### src/rtl/cpu_mem_pkg.sv
// cpu_mem_pkg: shared arbiter state encoding and requester IDs for the memory port
package cpu_mem_pkg;
    typedef enum logic [2:0] {
        IDLE,
        REQ_IF,
        REQ_MEM,
        WAIT_IF,
        WAIT_MEM,
        DRAIN
    } arb_state_t;
    localparam logic REQ_ID_IF  = 1'b0;
    localparam logic REQ_ID_MEM = 1'b1;
endpackage

### src/rtl/bus_timeout_counter.sv
// bus_timeout_counter: counts in-flight cycles and flags the last allowed one
module bus_timeout_counter #(
    parameter int TIMEOUT = 255
) (
    input  logic clk,
    input  logic reset,
    input  logic run,
    input  logic clear,
    output logic expired
);
    localparam int W = $clog2(TIMEOUT + 1);
    localparam logic [W-1:0] LAST = W'(TIMEOUT - 1);
    localparam logic [W-1:0] CAP  = W'(TIMEOUT);

    logic [W-1:0] cnt_q, cnt_d;

    // Count while running, hold at TIMEOUT so the counter never wraps
    always_comb begin
        cnt_d = clear ? '0 : (run && cnt_q != CAP) ? cnt_q + W'(1) : cnt_q;
    end

    // Counter register
    always_ff @(posedge clk or negedge reset) begin
        if (!reset) cnt_q <= '0;
        else        cnt_q <= cnt_d;
    end

    // Expired during the TIMEOUT-th running cycle, so the fault pulse lands TIMEOUT cycles after entry
    assign expired = run && !clear && cnt_q == LAST;
endmodule

### src/rtl/mem_port_arbiter.sv
// mem_port_arbiter: shares one memory bus between instruction fetch and load/store
module mem_port_arbiter
    import cpu_mem_pkg::*;
#(
    parameter int MAX_MEM_BURST = 4,
    parameter int TIMEOUT       = 255
) (
    input  logic        clk,
    input  logic        reset,
    input  logic        if_req,
    input  logic [31:0] if_addr,
    input  logic        if_flush,
    output logic        if_rvalid,
    output logic [31:0] if_rdata,
    output logic        if_fault,
    input  logic        mem_req,
    input  logic        mem_we,
    input  logic [31:0] mem_addr,
    input  logic [31:0] mem_wdata,
    input  logic [3:0]  mem_wstrb,
    output logic        mem_rvalid,
    output logic [31:0] mem_rdata,
    output logic        mem_fault,
    output logic        stall_IF,
    output logic        stall_MEM,
    output logic        bus_req,
    output logic        bus_we,
    output logic [31:0] bus_addr,
    output logic [31:0] bus_wdata,
    output logic [3:0]  bus_wstrb,
    input  logic        bus_gnt,
    input  logic        bus_rvalid,
    input  logic [31:0] bus_rdata
);
    localparam int SW = $clog2(MAX_MEM_BURST + 1);
    localparam logic [SW-1:0] STARVE_MAX = SW'(MAX_MEM_BURST);

    arb_state_t    state_q, state_d;
    logic [SW-1:0] starve_q, starve_d;
    logic          bus_we_q, bus_we_d;
    logic [31:0]   bus_addr_q, bus_addr_d;
    logic [31:0]   bus_wdata_q, bus_wdata_d;
    logic [3:0]    bus_wstrb_q, bus_wstrb_d;
    logic          if_rvalid_q, if_rvalid_d;
    logic          if_fault_q, if_fault_d;
    logic [31:0]   if_rdata_q, if_rdata_d;
    logic          mem_rvalid_q, mem_rvalid_d;
    logic          mem_fault_q, mem_fault_d;
    logic [31:0]   mem_rdata_q, mem_rdata_d;
    logic          in_flight, expired, win_id;

    assign in_flight = state_q inside {WAIT_IF, WAIT_MEM, DRAIN};

    bus_timeout_counter #(.TIMEOUT(TIMEOUT)) u_timer (
        .clk     (clk),
        .reset   (reset),
        .run     (in_flight),
        .clear   (!in_flight),
        .expired (expired)
    );

    // MEM has priority unless IF has already waited through MAX_MEM_BURST MEM grants
    assign win_id = (if_req && (!mem_req || starve_q == STARVE_MAX)) ? REQ_ID_IF : REQ_ID_MEM;

    // Next-state and registered-output logic for the single-outstanding transaction FSM
    always_comb begin
        state_d      = state_q;
        starve_d     = starve_q;
        bus_we_d     = bus_we_q;
        bus_addr_d   = bus_addr_q;
        bus_wdata_d  = bus_wdata_q;
        bus_wstrb_d  = bus_wstrb_q;
        if_rdata_d   = if_rdata_q;
        mem_rdata_d  = mem_rdata_q;
        if_rvalid_d  = 1'b0;
        if_fault_d   = 1'b0;
        mem_rvalid_d = 1'b0;
        mem_fault_d  = 1'b0;
        case (state_q)
            IDLE: begin
                if (if_req || mem_req) begin
                    state_d     = (win_id == REQ_ID_IF) ? REQ_IF : REQ_MEM;
                    bus_we_d    = (win_id == REQ_ID_MEM) && mem_we;
                    bus_addr_d  = (win_id == REQ_ID_IF) ? if_addr : mem_addr;
                    bus_wdata_d = (win_id == REQ_ID_IF) ? '0 : mem_wdata;
                    bus_wstrb_d = (win_id == REQ_ID_IF) ? '0 : mem_wstrb;
                    starve_d    = (win_id == REQ_ID_MEM && if_req)
                                ? ((starve_q == STARVE_MAX) ? starve_q : starve_q + SW'(1))
                                : '0;
                end
            end
            REQ_IF: begin
                // A flush racing the grant still leaves a fetch in flight, so it must drain
                state_d = if_flush ? (bus_gnt ? DRAIN : IDLE) : (bus_gnt ? WAIT_IF : REQ_IF);
            end
            REQ_MEM: begin
                state_d = bus_gnt ? WAIT_MEM : REQ_MEM;
            end
            WAIT_IF: begin
                if (bus_rvalid || expired) begin
                    state_d     = IDLE;
                    if_rvalid_d = !if_flush;
                    if_fault_d  = !if_flush && !bus_rvalid;
                    if_rdata_d  = bus_rvalid ? bus_rdata : '0;
                end else if (if_flush) begin
                    state_d = DRAIN;
                end
            end
            WAIT_MEM: begin
                if (bus_rvalid || expired) begin
                    state_d      = IDLE;
                    mem_rvalid_d = 1'b1;
                    mem_fault_d  = !bus_rvalid;
                    mem_rdata_d  = bus_rvalid ? bus_rdata : '0;
                end
            end
            DRAIN: begin
                if (bus_rvalid || expired) state_d = IDLE;
            end
            default: state_d = IDLE;
        endcase
    end

    // State and output registers, cleared immediately by reset
    always_ff @(posedge clk or negedge reset) begin
        if (!reset) begin
            state_q      <= IDLE;
            starve_q     <= '0;
            bus_we_q     <= 1'b0;
            bus_addr_q   <= '0;
            bus_wdata_q  <= '0;
            bus_wstrb_q  <= '0;
            if_rvalid_q  <= 1'b0;
            if_fault_q   <= 1'b0;
            if_rdata_q   <= '0;
            mem_rvalid_q <= 1'b0;
            mem_fault_q  <= 1'b0;
            mem_rdata_q  <= '0;
        end else begin
            state_q      <= state_d;
            starve_q     <= starve_d;
            bus_we_q     <= bus_we_d;
            bus_addr_q   <= bus_addr_d;
            bus_wdata_q  <= bus_wdata_d;
            bus_wstrb_q  <= bus_wstrb_d;
            if_rvalid_q  <= if_rvalid_d;
            if_fault_q   <= if_fault_d;
            if_rdata_q   <= if_rdata_d;
            mem_rvalid_q <= mem_rvalid_d;
            mem_fault_q  <= mem_fault_d;
            mem_rdata_q  <= mem_rdata_d;
        end
    end

    assign bus_req    = state_q inside {REQ_IF, REQ_MEM};
    assign bus_we     = bus_we_q;
    assign bus_addr   = bus_addr_q;
    assign bus_wdata  = bus_wdata_q;
    assign bus_wstrb  = bus_wstrb_q;
    // A flush in the same cycle as the fetch response kills that response
    assign if_rvalid  = if_rvalid_q && !if_flush;
    assign if_fault   = if_fault_q && !if_flush;
    assign if_rdata   = if_rdata_q;
    assign mem_rvalid = mem_rvalid_q;
    assign mem_fault  = mem_fault_q;
    assign mem_rdata  = mem_rdata_q;
    assign stall_IF   = if_req && !if_rvalid;
    assign stall_MEM  = mem_req && !mem_rvalid;
endmodule

### config.mk
export PLATFORM = sky130hd
export DESIGN_NAME = mem_port_arbiter
export DESIGN_NICKNAME = d
export VERILOG_FILES = /design/src/rtl/cpu_mem_pkg.sv /design/src/rtl/bus_timeout_counter.sv /design/src/rtl/mem_port_arbiter.sv
export SDC_FILE = /design/constraint.sdc
export NUM_CORES = 1
export LEC_CHECK = 0
export CAP_MARGIN = 20
export CORE_AREA = 10 10 168 107
export DETAILED_ROUTE_END_ITERATION = 12
export DIE_AREA = 0 0 178 117
export PLACE_DENSITY = 0.76
export SLEW_MARGIN = 20
export SYNTH_ARGS = -nofsm -noshare
export SYNTH_HDL_FRONTEND = slang
export SYNTH_SLANG_ARGS = --single-unit
### constraint.sdc
create_clock -name clk -period 2.1 [get_ports clk]
set_clock_uncertainty 0.1 [all_clocks]
set_input_delay 0.315 -clock clk [delete_from_list [all_inputs] [get_ports clk]]
set_output_delay 0.315 -clock clk [all_outputs]
set_load 0.03 [all_outputs]
==> run summary <==
Syn Nets: 624
# IOs: 280
Cells after DPL: 946
ant diodes: 0
CP required: 1.68 ns
Logic pwr share: 50.9%
die height: 117 um
Vias: 5009
most common cell in the netlist: dfrtp_1
Fin. Hold Viols: 0
Post-Route Setup TNS: 0 ns
clock-pin slew on the worst setup and hold paths: 0.07 ns
Crit Path Max Fanout: 5
NetSw: 6.64 mW
Setup WS pre-CTS: 0.00995 ns
Final Max Slew Viols: 0
hold slack final: 0.328 ns
Clk network pwr share: 18.3%
DRC errors left: 0
synth cell count leaders: 151 x dfrtp_1, 98 x a22o_1, 39 x nand2_1, 35 x o21ai_0, 32 x mux2i_1
CTS HTree Levels: 4
Synth-to-Final Area Change: 59.0%
Critical Path End Type: output pin
global-route wire length before repair: 31000 um
setup bufs post-CTS: 0
sequential share of power: 30.9%
Antenna Nets Post-Route: 0
Lkg Pwr: 4.35 nW
Yosys cell types: 48
DR pass1 iterations: 4
CTS tree: built
R2R Setup Slk: 0.26 ns
max_cap viols: 0
synth top area cells: dfrtp_1 61%, a22o_1 14%, mux2i_1 5.2%
top-area cell type share of the netlist area: 61.3%
Crit Path Class: reg -> out
Non-Filler Instances: 979
Setup-failing EPs final: 0
Starting Density: 41.0%
Avg Synthesized Cell Area: 12.8 um2
post-synth top area cell: dfrtp_1
fraction of final layout cells sized beyond drive strength 1: 9.92%
crit-path cells: xnor2_1, nor2_1, dlygate4sd2_1
final core utilization: 65.3%
Reg-to-Reg End: bus_addr[1]$_DFFE_PN0P_
Total GRT Usage: 18.9%
# rows: 35
worst vdd ir: 0.689 mV
number of global-route vias before repair: 5327
cell-internal power: 9.30 mW
predominant post-synthesis flop cell: dfrtp_1
Worst Reg2Reg Path Length in Cells: 7
synth warn: 0
clock buffer depth: 2
core box area: 15000 um2
Synth Cell Area: 6160 um2
CP max stage cell: dfrtp_1
CP max stage delay: 0.44 ns
GPL Wtd Cong: 0.774
initial antenna violation count: 1
Clock Sinks: 151
filler cell count in the final layout: 1142
Worst setup SP type: flip-flop
Async SR Flop Fraction: 100%
Post-synth EDFFs: 0
drt total wl: 20000 um
power per cell area: 1630 nW/um2
sw frac: 41.7%
total global routing overflow: 0
Vias/cell: 5.12
largest net degree at the start of global routing: 86
average wire per standard cell: 20.5 um
HPWL after DPL: 15100 um
PortBufs: 279
Rel. slew slack: 66.4%
minimum clock period: 1.92 ns
overall die area: 20800 um2
Die W: 178 um
synthesized flop and latch total: 151
Num CTS Buffers: 17
RSZ-0062 raised after global routing: no
slack of the critical path: 0.185 ns
HP Class: in -> async
fmax: 0.522 GHz
FF-to-FF Start: starve_q[0]$_DFFE_PN0P_
# nets final: 907
Final Cycle Share: 91.2%
Clock Latency Late Sink: 0.41 ns
register area share after synthesis: 61.3%
CTS root buffer: clkbuf_16
Worst Tran Pin Value: 0.504 ns
initial drt markers: 369
CP Data Arrival Time: 1.50 ns
cells after synthesis: 480
status: finished clean
metrics by stage:
stage | instance area, um2 | power (mW)
4_1_cts | 9800 | 16.1
3_3_place_gp | 9230 | 13.0
3_5_place_dp | 9230 | 13.2
2_1_floorplan | 6160 | 9.52
5_1_grt | 9800 | 16.8
6_report | 9800 | 15.9
worst max-delay path by stage:
stage | slack [ns] | end | start
3_3_place_gp | 0.16 | bus_addr[13]$_DFFE_PN0P_ | mem_req
5_1_grt | 0.09 | bus_addr[5]$_DFFE_PN0P_ | starve_q[0]$_DFFE_PN0P_
2_1_floorplan | 0.38 | bus_wdata[10]$_DFFE_PN0P_ | starve_q[0]$_DFFE_PN0P_
3_5_place_dp | 0.01 | bus_addr[1]$_DFFE_PN0P_ | mem_req
6_report | 0.18 | bus_req | state_q[1]$_DFFE_PN0P_
4_1_cts | 0.15 | bus_req | state_q[1]$_DFFE_PN0P_
worst max-delay path: cells and delay by family, from the launching register on:
kind	cells	cell delay, ns
flops	1	0.44
buf+inv	1	0.43
xor+xnor	1	0.15
simple gates	1	0.08
power by group through the flow:
stage / Clock (mW) / Sequential (mW) / Combinational (mW)
final: 2.91 / 4.92 / 8.11
after global routing: 3.13 / 5.09 / 8.58
after CTS: 2.99 / 4.92 / 8.21
after detailed placement: 0 / 4.96 / 8.19
after global placement: 0 / 4.89 / 8.07
after floorplan: 0 / 7.23 / 2.29
routing by layer:
metal,track usage (%),up-vias,routed length [um]
met4,4.76,0,252
met5,0,-,0
met2,31.2,158,9850
met3,5.64,16,1460
met1,24.0,2503,8470
li1,-,2332,-
repair_timing:
item | 4_1_cts | 5_1_grt
hold endpoints to repair | 45 | 0
resized for setup | 1 | 0
setup endpoints to repair | 1 | 0
hold buffers | 1 | 0
layout make-up:
class	count	area, um2	share of cell area, %
Inverter	9	33.8	0.345
Sequential cell	151	3780	38.5
Multi-Input combinational cell	284	2110	21.6
Clock buffer	17	425	4.34
Clock inverter	15	141	1.44
Tap cell	203	254	2.59
Timing Repair Buffer	300	3060	31.2
sequential cells by signal, summed over array words and instances (netlist names):
name and cells:
bus_wstrb 4, if_rvalid_q 1, u_timer.cnt_q 8, starve_q 3
bus_addr 32, bus_wdata 32, state_q 3, mem_fault 1
bus_we 1, mem_rvalid 1, if_rdata 32, if_fault_q 1
mem_rdata 32
cell usage in the layout, fill, tap and decap left out, types with 3 or more instances in the layout:
cell,n
o21ai_0,35
nor2_2,3
buf_12,9
dfrtp_1,151
nor2_1,9
inv_1,9
inv_6,5
mux2i_1,32
or2_2,3
clkdlybuf4s50_1,273
nor3_1,5
nand2_1,39
xnor2_1,6
buf_4,15
a22o_1,98
nand3_1,3
a22o_2,3
a21oi_1,5
a31oi_1,4
clkbuf_16,17
nor2b_1,4
ha_1,4
cell families after synthesis:
kind of cell | after synthesis | share of synthesized area [%]
DFF | 151 | 61.3
buffers and inverters | 45 | 4.77
AOI/OAI and AO/OA | 160 | 20.2
and+or+nand+nor | 80 | 6.56
muxes | 33 | 5.38
xor gates and xnor gates | 7 | 0.995
adders and majority gates | 4 | 0.812
(Power assumes the default switching activity.)
